**src/rtl/shift_seq_if.sv**
```systemverilog
// Request/result handshake bundle for the iterative shift/rotate sequencer.
interface shift_seq_if #(
  parameter int unsigned WIDTH = 8,
  parameter int unsigned AMT_W = 5
);
  logic             in_valid;
  logic             in_ready;
  logic [WIDTH-1:0] in_a;
  logic [AMT_W-1:0] in_amt;
  logic             in_rot;
  logic             in_left;
  logic             in_sign;
  logic             out_valid;
  logic             out_ready;
  logic [WIDTH-1:0] out_data;
  logic             busy;

  modport master (
    output in_valid, in_a, in_amt, in_rot, in_left, in_sign, out_ready,
    input  in_ready, out_valid, out_data, busy
  );

  modport slave (
    input  in_valid, in_a, in_amt, in_rot, in_left, in_sign, out_ready,
    output in_ready, out_valid, out_data, busy
  );
endinterface

```
**src/rtl/shift_seq.sv**
```systemverilog
// Iterative shift/rotate sequencer: one 1-bit shifter step per cycle, registered result
// presented over a valid/ready handshake.
module shift_seq #(
  parameter int unsigned WIDTH = 8,
  parameter int unsigned SHW   = 3,
  parameter int unsigned AMT_W = 5
) (
  input logic        clk,
  input logic        rst,
  shift_seq_if.slave bus
);

  typedef enum logic [1:0] {StIdle, StBusy, StDone} state_e;

  state_e           state_q, state_d;
  logic [WIDTH-1:0] data_q, data_d;
  logic [SHW:0]     cnt_q, cnt_d;
  logic             rot_q, rot_d;
  logic             left_q, left_d;
  logic             sign_q, sign_d;

  logic [SHW:0]     eff;
  logic [WIDTH-1:0] step;

  // Rotates wrap modulo WIDTH; shifts saturate at WIDTH steps, which fully drains the operand.
  always_comb begin
    eff = '0;
    if (bus.in_rot) begin
      eff = {1'b0, bus.in_amt[SHW-1:0]};
    end else if (bus.in_amt >= AMT_W'(WIDTH)) begin
      eff = (SHW+1)'(WIDTH);
    end else begin
      eff = (SHW+1)'(bus.in_amt);
    end
  end

  // Single shifter instance with the shift amount fixed at one.
  always_comb begin
    step = data_q;
    if (rot_q) begin
      step = left_q ? {data_q[WIDTH-2:0], data_q[WIDTH-1]} : {data_q[0], data_q[WIDTH-1:1]};
    end else if (left_q) begin
      step = {data_q[WIDTH-2:0], 1'b0};
    end else begin
      step = {sign_q & data_q[WIDTH-1], data_q[WIDTH-1:1]};
    end
  end

  always_comb begin
    state_d = state_q;
    data_d  = data_q;
    cnt_d   = cnt_q;
    rot_d   = rot_q;
    left_d  = left_q;
    sign_d  = sign_q;
    unique case (state_q)
      StIdle: begin
        if (bus.in_valid) begin
          data_d  = bus.in_a;
          rot_d   = bus.in_rot;
          left_d  = bus.in_left;
          sign_d  = bus.in_sign;
          cnt_d   = eff;
          state_d = (eff == '0) ? StDone : StBusy;
        end
      end
      StBusy: begin
        data_d = step;
        cnt_d  = cnt_q - (SHW+1)'(1);
        if (cnt_q == (SHW+1)'(1)) state_d = StDone;
      end
      StDone: begin
        if (bus.out_ready) state_d = StIdle;
      end
      default: state_d = StIdle;
    endcase
  end

  always_ff @(posedge clk or posedge rst) begin
    if (rst) begin
      state_q <= StIdle;
      data_q  <= '0;
      cnt_q   <= '0;
      rot_q   <= 1'b0;
      left_q  <= 1'b0;
      sign_q  <= 1'b0;
    end else begin
      state_q <= state_d;
      data_q  <= data_d;
      cnt_q   <= cnt_d;
      rot_q   <= rot_d;
      left_q  <= left_d;
      sign_q  <= sign_d;
    end
  end

  assign bus.in_ready  = (state_q == StIdle);
  assign bus.out_valid = (state_q == StDone);
  assign bus.out_data  = data_q;
  assign bus.busy      = (state_q != StIdle);

endmodule
```
**src/flat_wrapper.sv**
```systemverilog
// flat-port wrapper written by rule: the top's interface ports become plain ports
module shift_seq_flat 
#(
  parameter int unsigned WIDTH = 8,
  parameter int unsigned SHW   = 3,
  parameter int unsigned AMT_W = 5
)
  (clk, rst, bus_in_valid, bus_in_a, bus_in_amt, bus_in_rot, bus_in_left, bus_in_sign, bus_out_ready, bus_in_ready, bus_out_valid, bus_out_data, bus_busy);
  shift_seq_if #(.WIDTH(WIDTH), .AMT_W(AMT_W)) bus_i ();
  input logic clk;
  input logic rst;
  input wire logic [$bits(bus_i.in_valid)-1:0] bus_in_valid;
  input wire logic [$bits(bus_i.in_a)-1:0] bus_in_a;
  input wire logic [$bits(bus_i.in_amt)-1:0] bus_in_amt;
  input wire logic [$bits(bus_i.in_rot)-1:0] bus_in_rot;
  input wire logic [$bits(bus_i.in_left)-1:0] bus_in_left;
  input wire logic [$bits(bus_i.in_sign)-1:0] bus_in_sign;
  input wire logic [$bits(bus_i.out_ready)-1:0] bus_out_ready;
  output wire logic [$bits(bus_i.in_ready)-1:0] bus_in_ready;
  output wire logic [$bits(bus_i.out_valid)-1:0] bus_out_valid;
  output wire logic [$bits(bus_i.out_data)-1:0] bus_out_data;
  output wire logic [$bits(bus_i.busy)-1:0] bus_busy;
  assign bus_i.in_valid = bus_in_valid;
  assign bus_i.in_a = bus_in_a;
  assign bus_i.in_amt = bus_in_amt;
  assign bus_i.in_rot = bus_in_rot;
  assign bus_i.in_left = bus_in_left;
  assign bus_i.in_sign = bus_in_sign;
  assign bus_i.out_ready = bus_out_ready;
  assign bus_in_ready = bus_i.in_ready;
  assign bus_out_valid = bus_i.out_valid;
  assign bus_out_data = bus_i.out_data;
  assign bus_busy = bus_i.busy;
  shift_seq #(.WIDTH(WIDTH), .SHW(SHW), .AMT_W(AMT_W)) u_core (.clk(clk), .rst(rst), .bus(bus_i));
endmodule
```
**config.mk**
```make
export PLATFORM = sky130hd
export DESIGN_NAME = shift_seq_flat
export DESIGN_NICKNAME = d
export VERILOG_FILES = /design/src/rtl/shift_seq_if.sv /design/src/rtl/shift_seq.sv /design/src/flat_wrapper.sv
export SDC_FILE = /design/constraint.sdc
export NUM_CORES = 1
export LEC_CHECK = 0
export ABC_AREA = 1
export BUFFER_PORTS_ARGS = -buffer_cell sky130_fd_sc_hd__buf_2
export CAP_MARGIN = 30
export CORE_AREA = 2 2 62 64
export CTS_CLUSTER_DIAMETER = 150
export DETAILED_ROUTE_END_ITERATION = 8
export DIE_AREA = 0 0 64 66
export PLACE_DENSITY_LB_ADDON = 0.08
export SYNTH_ARGS = -nofsm -noshare
export SYNTH_HDL_FRONTEND = slang
export SYNTH_SLANG_ARGS = --single-unit
```
**constraint.sdc**
```tcl
create_clock -name clk -period 2.1 [get_ports clk]
set_input_delay 0.21 -clock clk [delete_from_list [all_inputs] [get_ports clk]]
set_output_delay 0.21 -clock clk [all_outputs]
set_load 0.03 [all_outputs]
```
* After elaboration in Yosys (flattened, before gate mapping)
Cells that the tools add are included. W data, S select, Z words.
Cells by class: add/sub/neg operators 1, $lt $le $gt $ge 1, eq/ne operators 6, multiplexer cells 14, bitwise gates (word level) 1, reduce and logical (&&, ||, !) cells 7
Operators by type and width (count):
- $mux W8 | 4
- $pmux W8 S2 | 1
- $mux W4 | 3
- $mux W2 | 4
- $pmux W4 S2 | 1
- $pmux W2 S3 | 1
- $ge A5 B4 Y1 const B | 1
- $eq A4 B1 Y1 const B | 1
- $logic_not A4 Y1 | 1
- $ne A2 B2 Y1 const B | 2
- $reduce_and A2 Y1 | 2
- $reduce_bool A2 Y1 | 2
- $sub A4 B1 Y4 const B | 1
- $reduce_and A3 Y1 | 1
- $eq A2 B1 Y1 const B | 1
- $eq A2 B2 Y1 const B | 1
- $logic_not A2 Y1 | 1
- $ne A2 B1 Y1 const B | 1
- $and A1 B1 Y1 | 1
Word-level totals: bits in registers 17, input port bits 20, output and inout port bits 11, logic and storage cells 36

* Longest topological paths before layout
Gate-level depths: netlist of the first run.
word-level depth 7, depth in mapped cells 7, depth with buffers taken out 7

* Worst setup path before layout of the first run
Ideal clock, no wire load.
kind register -> output, start point register u_core.state_q[0], end point output port bus_busy, arrival time 1.259 ns, setup slack 0.631 ns, stages on the path, launching flop included 4, path buffers 1, path through dfrtp_1 -> buf_6 -> nor2_1 -> inv_1
On the way: cells in the longest elaborated chain, start to end 1
RTL lines:
- start: declaration | RTL line shift_seq.sv:15 | state_e state_q, state_d;
- start signal: assignment | RTL line shift_seq.sv:81 | state_q <= StIdle;
- start signal: assignment | RTL line shift_seq.sv:88 | state_q <= state_d;
- $reduce_bool A2 Y1 | RTL line shift_seq.sv:100 | assign bus.busy = (state_q != StIdle);
- end: declaration | RTL line flat_wrapper.sv:22 | output wire logic [$bits(bus_i.busy)-1:0] bus_busy;
Every way passes these cells.

* Worst setup path in the final report of the first run
start point register u_core.state_q[0], end point output port bus_in_ready
On the way: cells in the longest elaborated chain, start to end 1
RTL lines:
- $logic_not A2 Y1 | RTL line shift_seq.sv:97 | assign bus.in_ready = (state_q == StIdle);
- end: declaration | RTL line flat_wrapper.sv:19 | output wire logic [$bits(bus_i.in_ready)-1:0] bus_in_ready;
Every way passes these cells.

==> results by group, run 1 <==
Outcome
  • Status: finished, violations left
  • Failing checks: negative hold slack

Critical path
  • Worst endpoint required time: 1.89 ns
  • Crit path capture type: output pin
  • Crit path buffers/inverters: 1
  • Critical path class: register to output pin
  • CP Launch Type: register
  • Crit path DAT: 1.27 ns
  • Worst stage delay on the critical path: 0.52 ns
  • Crit-path cells: nor2_1, buf_2
  • Delay-heaviest family, CP: flip-flops
  • Crit path max fanout: 8
  • CP max-delay cell: dfrtp_1

Place
  • Dpl cells: 216
  • RD Place Congestion: 0.821
  • PortBufs: 30
  • Dpl hpwl: 1980 um

Floorplan
  • Die area: 0.00422 mm2
  • Die H: 66 um
  • I/O pin total: 31
  • Rows: 22
  • Core Area: 0.00355 mm2
  • Initial Utilization: 0.294
  • Die Width: 64 um

Flow run
  • MaxCap Viol Count: 0

Power
  • Leakage: 0.655 nW
  • P per Cell Area: 1660 mW/mm2
  • Peak VDD IR: 0.473 mV
  • Total Power: 0.00206 W

Route
  • DR DRC count: 0
  • Total iterations of the first detailed-routing run: 4
  • Antenna Violating Nets Remaining: 0
  • Met2 WL: 1170 um
  • Wire length per cell: 12.1 um
  • First-iteration detailed-routing DRC count: 52
  • Met1 WL: 1310 um
  • Metal3 WL: 127 um
  • Vias/cell: 4.62
  • Via count: 1016
  • Top Layer Used: met4
  • Routed WL: 2670 um

STA
  • Worst slew margin: 0.521
  • RSZ-0062 raised after global routing: false
  • Max-slew violations: 0
  • Worst-Margin Slew: 0.717 ns
  • Achievable clock frequency: 0.675 GHz
  • Final hold viol count: 10
  • Tcrit/Tclk final: 0.706
  • Max Clock Skew: 0.0124 ns
  • Setup TNS: 0 ns
  • Final setup fails: 0
  • Hold_ws: -0.00628 ns
  • Tmin final: 1.48 ns

Global routing
  • Global-route wire length before repair: 4560 um
  • Antenna violations before repair: 0
  • Pin count of the biggest net entering global routing: 18
  • Vias in the first global route: 942
  • Global route overflow: 0
  • GRT Util Overall: 0.142

Cells and area
  • Layout area overhead: 19.1%
  • Diodes inserted: 0
  • Layout cells sized above 1: 0.267
  • Fin cells: 220
  • Nets: 195

Yosys
  • Yosys warns: 0
  • Mapped Area: 0.00104 mm2
  • Syn avg cell area: 7.35 um2
  • Syn Inst Count: 142
  • Yosys cell types: 22
  • Seq/Total Area, Yosys: 0.408
  • FF+latch count, synth: 17
  • Synth Net Count: 164

Clock tree
  • Clock Tree Buf Depth: 2
  • # resized after CTS: 0
  • Post-CTS Setup Inserts: 0
  • CTS sink count: 17
  • TritonCTS buffer count: 3
  • # H-tree levels: 1
  • Hold Buf Count CTS: 0
  • Clk_lat worst skew: 0.31 ns
  • Clk root buf: clkbuf_4
  • CTS tree: done
  • Reg clk slew, reported paths: 0.12 ns

Hold path
  • Hold WC Path Type: input pin to asynchronous set/reset pin
metal layers:
metal | vias up | track usage
met5 | - | 0
met4 | 0 | 0.0734
met3 | 5 | 0.0273
met2 | 28 | 0.215
met1 | 464 | 0.191
li1 | 519 | -
state kept, by name, summed over array words and instances (netlist names):
signal	cells
u_core.cnt_q	4
u_core.sign_q	1
u_core.rot_q	1
u_core.state_q	2
u_core.bus.out_data	8
u_core.left_q	1
per-stage QoR:
stage	instance area [um2]	hold WS, ns	utilization	setup slack (ns)
global route	1240	0.0435	0.350	0.521
finish	1240	-0.00628	0.350	0.618
global placement	1210	0.374	0.342	0.796
floorplan	1040	0.136	-	0.631
CTS	1240	0.0298	0.350	0.594
detailed placement	1210	0.375	0.342	0.767
Yosys cell counts, drive strengths merged:
cell / n / area share
a21o: 1 / 0.0072
a21oi: 15 / 0.072
buf: 4 / 0.037
dfrtp: 17 / 0.41
ha: 2 / 0.024
inv: 19 / 0.068
nand2: 32 / 0.13
nand3: 11 / 0.053
nor2: 25 / 0.10
nor3: 1 / 0.0048
o211ai: 6 / 0.048
o21ai: 8 / 0.046
or2: 1 / 0.0060
cells by family after synthesis:
group,synth area share
and+or+nand+nor,0.290
AOI/OAI and AO/OA,0.173
buffers and inverters,0.106
DFF,0.408
adders and majority gates,0.0240
area by class of cell:
type | instances | area [um2]
fillers | 402 | 2310
multi-input cells | 102 | 508
flip-flops and latches | 17 | 425
repair buffers | 30 | 150
inverters | 19 | 71.3
well taps | 48 | 60.1
clock buffers | 3 | 22.5
clock inverters | 1 | 5.00
cells in the final DEF (no fill, tap or decap):
master	count
o21ai_1	1
nand2_1	29
nor3_1	1
o211ai_2	1
a21oi_1	15
nand2_4	1
dfrtp_1	17
o21ai_0	5
clkbuf_4	3
o21ai_2	2
nand2_2	2
nor2_4	1
a21o_1	1
clkinv_2	1
inv_1	16
nor2_2	1
nand3_1	11
nor2_1	23
o211ai_1	5
inv_2	3
or2_2	1
ha_1	2
buf_2	30
final timing paths:
check | start | endpoint | slack (ns) | cells after the start
hold reg to reg | u_core.sign_q | u_core.sign_q | 0.55 | 2
hold / removal | rst | u_core.sign_q | -0.006 | 2
setup reg to reg | u_core.state_q[0] | u_core.cnt_q[0] | 0.76 | 3
min in group clk | bus_in_left | u_core.left_q | 0.10 | 3
max in group asynchronous | rst | u_core.cnt_q[3] | 1.64 | 2
setup / recovery | u_core.state_q[0] | bus_in_ready | 0.62 | 2
power breakdown:
group | internal [W] | leakage [nW] | switching, W | total [W]
clock | 0.0000711 | 0.0177 | 0.000121 | 0.000192
sequential | 0.000495 | 0.202 | 0.000205 | 0.000700
combinational | 0.000388 | 0.436 | 0.000780 | 0.00117
total | 0.000953 | 0.655 | 0.00111 | 0.00206
Power figures use the tool's default switching activity.
==> run 2, diff against run 1 <==
Clock period 2.1 ns to 1.3 ns, I/O delays scaled along.
==> results by group, run 2 (same netlist as run 1, synthesis figures left out) <==
Outcome
  • Status: finished, final reports clean

Floorplan
  • Die Width: 64 um
  • Initial Utilization: 0.294
  • Die H: 66 um
  • I/O pin total: 31
  • Core Area: 0.00355 mm2
  • Rows: 22
  • Die area: 0.00422 mm2

STA
  • Tmin final: 1.26 ns
  • Worst slew margin: 0.709
  • Final hold viol count: 0
  • Max Clock Skew: 0.00627 ns
  • Achievable clock frequency: 0.796 GHz
  • Final setup fails: 0
  • Max-slew violations: 0
  • Worst-Margin Slew: 0.434 ns
  • RSZ-0062 raised after global routing: true
  • Tcrit/Tclk final: 0.966
  • Setup TNS: 0 ns
  • Hold_ws: 0.0332 ns

Place
  • RD Place Congestion: 0.845
  • PortBufs: 30
  • Dpl hpwl: 2080 um

Route
  • Wire length per cell: 11.5 um
  • Total iterations of the first detailed-routing run: 4
  • Antenna Violating Nets Remaining: 0
  • DR DRC count: 0
  • Via count: 1012
  • Routed WL: 2640 um
  • Vias/cell: 4.40
  • First-iteration detailed-routing DRC count: 37

Global routing
  • Global-route wire length before repair: 4590 um
  • Pin count of the biggest net entering global routing: 18
  • Vias in the first global route: 1045
  • Global route overflow: 0
  • Antenna violations before repair: 0
  • GRT Util Overall: 0.140

Cells and area
  • Most common cell after layout, fill and taps aside: nand2_1
  • Max reg flops: 8
  • Nets: 205
  • Layout cells sized above 1: 0.308
  • Most frequent cells in the layout: nand2_1, buf_2, nor2_1
  • Diodes inserted: 0
  • Layout area overhead: 31.4%
  • Fillers: 378
  • Post-layout util: 0.386

Critical path
  • Flop-to-flop setup slack: 0.07 ns
  • Worst stage delay on the critical path: 0.49 ns
  • RR Endpoint: u_core.cnt_q[2]
  • R2r startpoint: u_core.cnt_q[0]
  • Crit path capture type: output pin
  • CP max-delay cell: dfrtp_2
  • Worst endpoint required time: 1.17 ns
  • Crit path buffers/inverters: 2
  • Crit path max fanout: 5
  • Crit path DAT: 1.13 ns
  • R2R depth: 5
  • CP Launch Type: register
  • Crit-path cells: nor2_4, inv_1, buf_6
  • Critical path class: register to output pin
  • Delay-heaviest family, CP: flip-flops
  • Crit path depth: 3

Power
  • Leakage: 0.713 nW
  • Clock power share: 0.082
  • Total Power: 0.00368 W
  • P per Cell Area: 2680 mW/mm2
  • Combinational share of power: 0.627
  • Psw: 0.00186 W
  • Power Internal: 0.00182 W
  • Sequential power share: 0.291
  • Peak VDD IR: 0.849 mV
  • Switching fraction of total power: 0.505

Hold path
  • Hold WC Path Type: input pin to register
  • Hold Crit Start: bus_in_left
  • Min-Delay Path Depth: 3
  • Min-Delay Endpoint: u_core.left_q

Clock tree
  • # H-tree levels: 1
  • CTS tree: done
  • Clock Tree Buf Depth: 2
  • Clk_lat worst skew: 0.30 ns
  • Clk root buf: clkbuf_4
  • CTS sink count: 17
  • TritonCTS buffer count: 3
  • Reg clk slew, reported paths: 0.11 ns

Flow run
  • MaxCap Viol Count: 0
[run 2: cell types whose count changed in the layout (fill, tap and decap cells not counted), moves of 2 or more]
cell,previous run,this run
buf_2,30,27
buf_4,0,8
buf_6,0,3
inv_2,3,1
[run 2: worst register-to-register path: stages (launching register included)]
cell and delay [ns]:
dfrtp_1 0.42, inv_1 0.08, ha_1 0.21, or2_2 0.30, nand2_1 0.06, a21oi_1 0.06
[run 2: power by group through the flow]
stage               registers, W  logic (W)  clock network, W
finish                   0.00107    0.00231          0.000301
global route             0.00111    0.00257          0.000350
detailed placement       0.00109    0.00210                 0
floorplan                0.00126    0.00137                 0
CTS                      0.00107    0.00226          0.000314
global placement         0.00108    0.00211                 0
[run 2: layout make-up]
cell class                      count  area [um2]  area share
Clock buffer                        4        26.3      0.0192
Inverter                           19        78.8      0.0575
Multi-Input combinational cell    102         520       0.380
Sequential cell                    17         427       0.311
Tap cell                           48        60.1      0.0438
Timing Repair Buffer               40         259       0.189
[run 2: worst max-delay path by stage]
stage | from | to
3_3_place_gp | u_core.state_q[0] | u_core.bus.out_data[5]
6_report | u_core.state_q[0] | bus_busy
3_5_place_dp | u_core.state_q[0] | u_core.bus.out_data[6]
5_1_grt | u_core.state_q[1] | bus_out_valid
4_1_cts | u_core.state_q[1] | bus_busy
2_1_floorplan | u_core.state_q[0] | u_core.left_q
[run 2: timing repair]
item / in CTS / in global routing
pin swaps: 1 / 3
endpoints found under the setup margin: 3 / 6
hold endpoints to repair: 17 / 0
buffers inserted: 2 / 0
gates cloned: 0 / 0
gates resized for setup: 5 / 8
hold buffers: 1 / 0
[run 2: metrics by stage]
step	instances	setup slack, ns	cell area, um2
5_1_grt	230	-0.0244	1370
2_1_floorplan	142	0.0630	1050
4_1_cts	230	0.00368	1350
6_report	230	0.0442	1370
3_3_place_gp	223	0.0960	1270
3_5_place_dp	223	0.0850	1270
[run 2: per-layer routing]
layer  share of wire  track usage  up-vias
met4           0.017       0.0652        0
li1                -            -      534
met2            0.46        0.232       17
met3           0.025       0.0221        5
met1            0.50        0.180      456
met5               0            0        -
==> run 3, diff against run 2 <==
Settings changed: SETUP_SLACK_MARGIN set to 0.2.
==> results by group, run 3 (same netlist as run 1, synthesis figures left out) <==
Outcome
  • Status: finished, final reports clean

Cells and area
  • Layout area overhead: 52.0%
  • Diodes inserted: 0
  • Fillers: 382
  • Nets: 216
  • Most common cell after layout, fill and taps aside: nand2_1
  • Fin cells: 241
  • Most frequent cells in the layout: nand2_1, buf_2, nor2_1
  • Layout cells sized above 1: 0.451
  • Max reg flops: 8

Route
  • Routed WL: 3010 um
  • Vias/cell: 4.59
  • Antenna Violating Nets Remaining: 0
  • Total iterations of the first detailed-routing run: 4
  • First-iteration detailed-routing DRC count: 68
  • Wire length per cell: 12.5 um
  • DR DRC count: 0
  • Via count: 1106

Global routing
  • Global-route wire length before repair: 5190 um
  • Global route overflow: 0
  • Pin count of the biggest net entering global routing: 18
  • GRT Util Overall: 0.158
  • Antenna violations before repair: 0
  • Vias in the first global route: 1131

Place
  • Dpl hpwl: 2220 um
  • RD Place Congestion: 0.827
  • Dpl cells: 223
  • PortBufs: 30
  • Dpl ws: 0.0986 ns

Clock tree
  • Reg clk slew, reported paths: 0.10 ns
  • CTS tree: done
  • TritonCTS buffer count: 3
  • Clock Tree Buf Depth: 2
  • CTS sink count: 17
  • Clk root buf: clkbuf_4
  • Clk_lat worst skew: 0.30 ns
  • # H-tree levels: 1

STA
  • RSZ-0062 raised after global routing: true
  • Final hold viol count: 0
  • Tcrit/Tclk final: 0.975
  • Tmin final: 1.27 ns
  • Achievable clock frequency: 0.789 GHz
  • Final setup fails: 0
  • Worst-Margin Slew: 0.440 ns
  • Setup WS post-layout: 0.0324 ns
  • Worst slew margin: 0.705
  • Max-slew violations: 0
  • Max Clock Skew: 0.00473 ns

Critical path
  • Flop-to-flop setup slack: 0.12 ns
  • Crit path capture type: output pin
  • Crit path DAT: 1.14 ns
  • CP Launch Type: register
  • Critical path class: register to output pin
  • Crit path max fanout: 5
  • Worst endpoint required time: 1.17 ns

Power
  • P per Cell Area: 2770 mW/mm2
  • Psw: 0.00218 W
  • Power Internal: 0.00222 W
  • Sequential power share: 0.235
  • Leakage: 0.782 nW
  • Switching fraction of total power: 0.495
  • Clock power share: 0.067
  • Combinational share of power: 0.698
  • Peak VDD IR: 0.973 mV

Floorplan
  • Initial Utilization: 0.294
  • I/O pin total: 31
  • Die area: 0.00422 mm2
  • Rows: 22
  • Die Width: 64 um
  • Core Area: 0.00355 mm2
  • Die H: 66 um

Hold path
  • Hold WC Path Type: input pin to register

Flow run
  • MaxCap Viol Count: 0
[run 3: changes by cell type in the layout (fill, tap and decap cells not counted), moves of 3 or more]
| cell | change |
|---|---|
| o21ai_1 | +3 |
| buf_6 | +5 |
| a21oi_2 | +3 |
| nand2_8 | +3 |
| inv_1 | -3 |
| o21ai_0 | -4 |
| nand2_1 | -3 |
| nor2_2 | +5 |
| buf_4 | +7 |
| a21oi_1 | -3 |
| nor2_1 | -6 |
[run 3: power groups by stage]
| stage | Clock, W | Sequential, W | Combinational [W] |
|---|---|---|---|
| CTS | 0.000310 | 0.00104 | 0.00261 |
| global route | 0.000340 | 0.00107 | 0.00337 |
| global placement | 0 | 0.00108 | 0.00218 |
| finish | 0.000295 | 0.00103 | 0.00307 |
| detailed placement | 0 | 0.00108 | 0.00218 |
| floorplan | 0 | 0.00127 | 0.00141 |
[run 3: area by class of cell]
type / instances / area [um2] / area share
clock buffer: 4 / 26.3 / 0.0166
inverter: 19 / 83.8 / 0.0528
multi-input combinational: 103 / 643 / 0.405
sequential: 17 / 428 / 0.270
tap: 48 / 60.1 / 0.0379
timing repair buffer: 50 / 345 / 0.218
[run 3: metrics by stage]
stage / util / instance area, um2 / TNS (ns) / total power (W) / hold slack (ns)
after floorplan: - / 1060 / 0 / 0.00267 / 0.0560
after global placement: 0.362 / 1280 / 0 / 0.00326 / 0.161
after detailed placement: 0.362 / 1280 / 0 / 0.00326 / 0.162
after CTS: 0.406 / 1440 / 0 / 0.00397 / 0.0451
after global routing: 0.447 / 1590 / -0.0414 / 0.00478 / 0.0537
final: 0.447 / 1590 / 0 / 0.00439 / 0.0417
[run 3: final timing paths]
kind / start / end / cells past startpoint
worst max-delay path: u_core.state_q[1] / bus_out_valid / 4
worst min-delay path: bus_in_left / u_core.left_q / 3
worst max register to register: u_core.state_q[0] / u_core.bus.out_data[0] / 6
worst min register to register: u_core.bus.out_data[6] / u_core.bus.out_data[6] / 2
max in group asynchronous: rst / u_core.state_q[0] / 4
min in group asynchronous: rst / u_core.bus.out_data[3] / 4
[run 3: critical path, stage by stage, from the launching register on]
cell	delay, ns
dfrtp_2	0.42
buf_4	0.15
inv_8	0.10
nor2_4	0.05
buf_6	0.13
[run 3: per-layer routing]
layer  up-vias  wire (um)  track usage
li1        562          -            -
met1       520       1410        0.202
met2        22       1450        0.268
met3         2        133       0.0409
met4         0         16       0.0326
met5         -          0            0
[run 3: what timing repair did]
| action | in CTS | in global routing |
|---|---|---|
| setup endpoints to repair | 20 | 23 |
| hold buffers | 1 | 0 |
| pin swaps | 5 | 17 |
| resized for setup | 20 | 30 |
| gates cloned | 0 | 1 |
| buffers inserted | 7 | 5 |
| hold endpoints to repair | 17 | 0 |
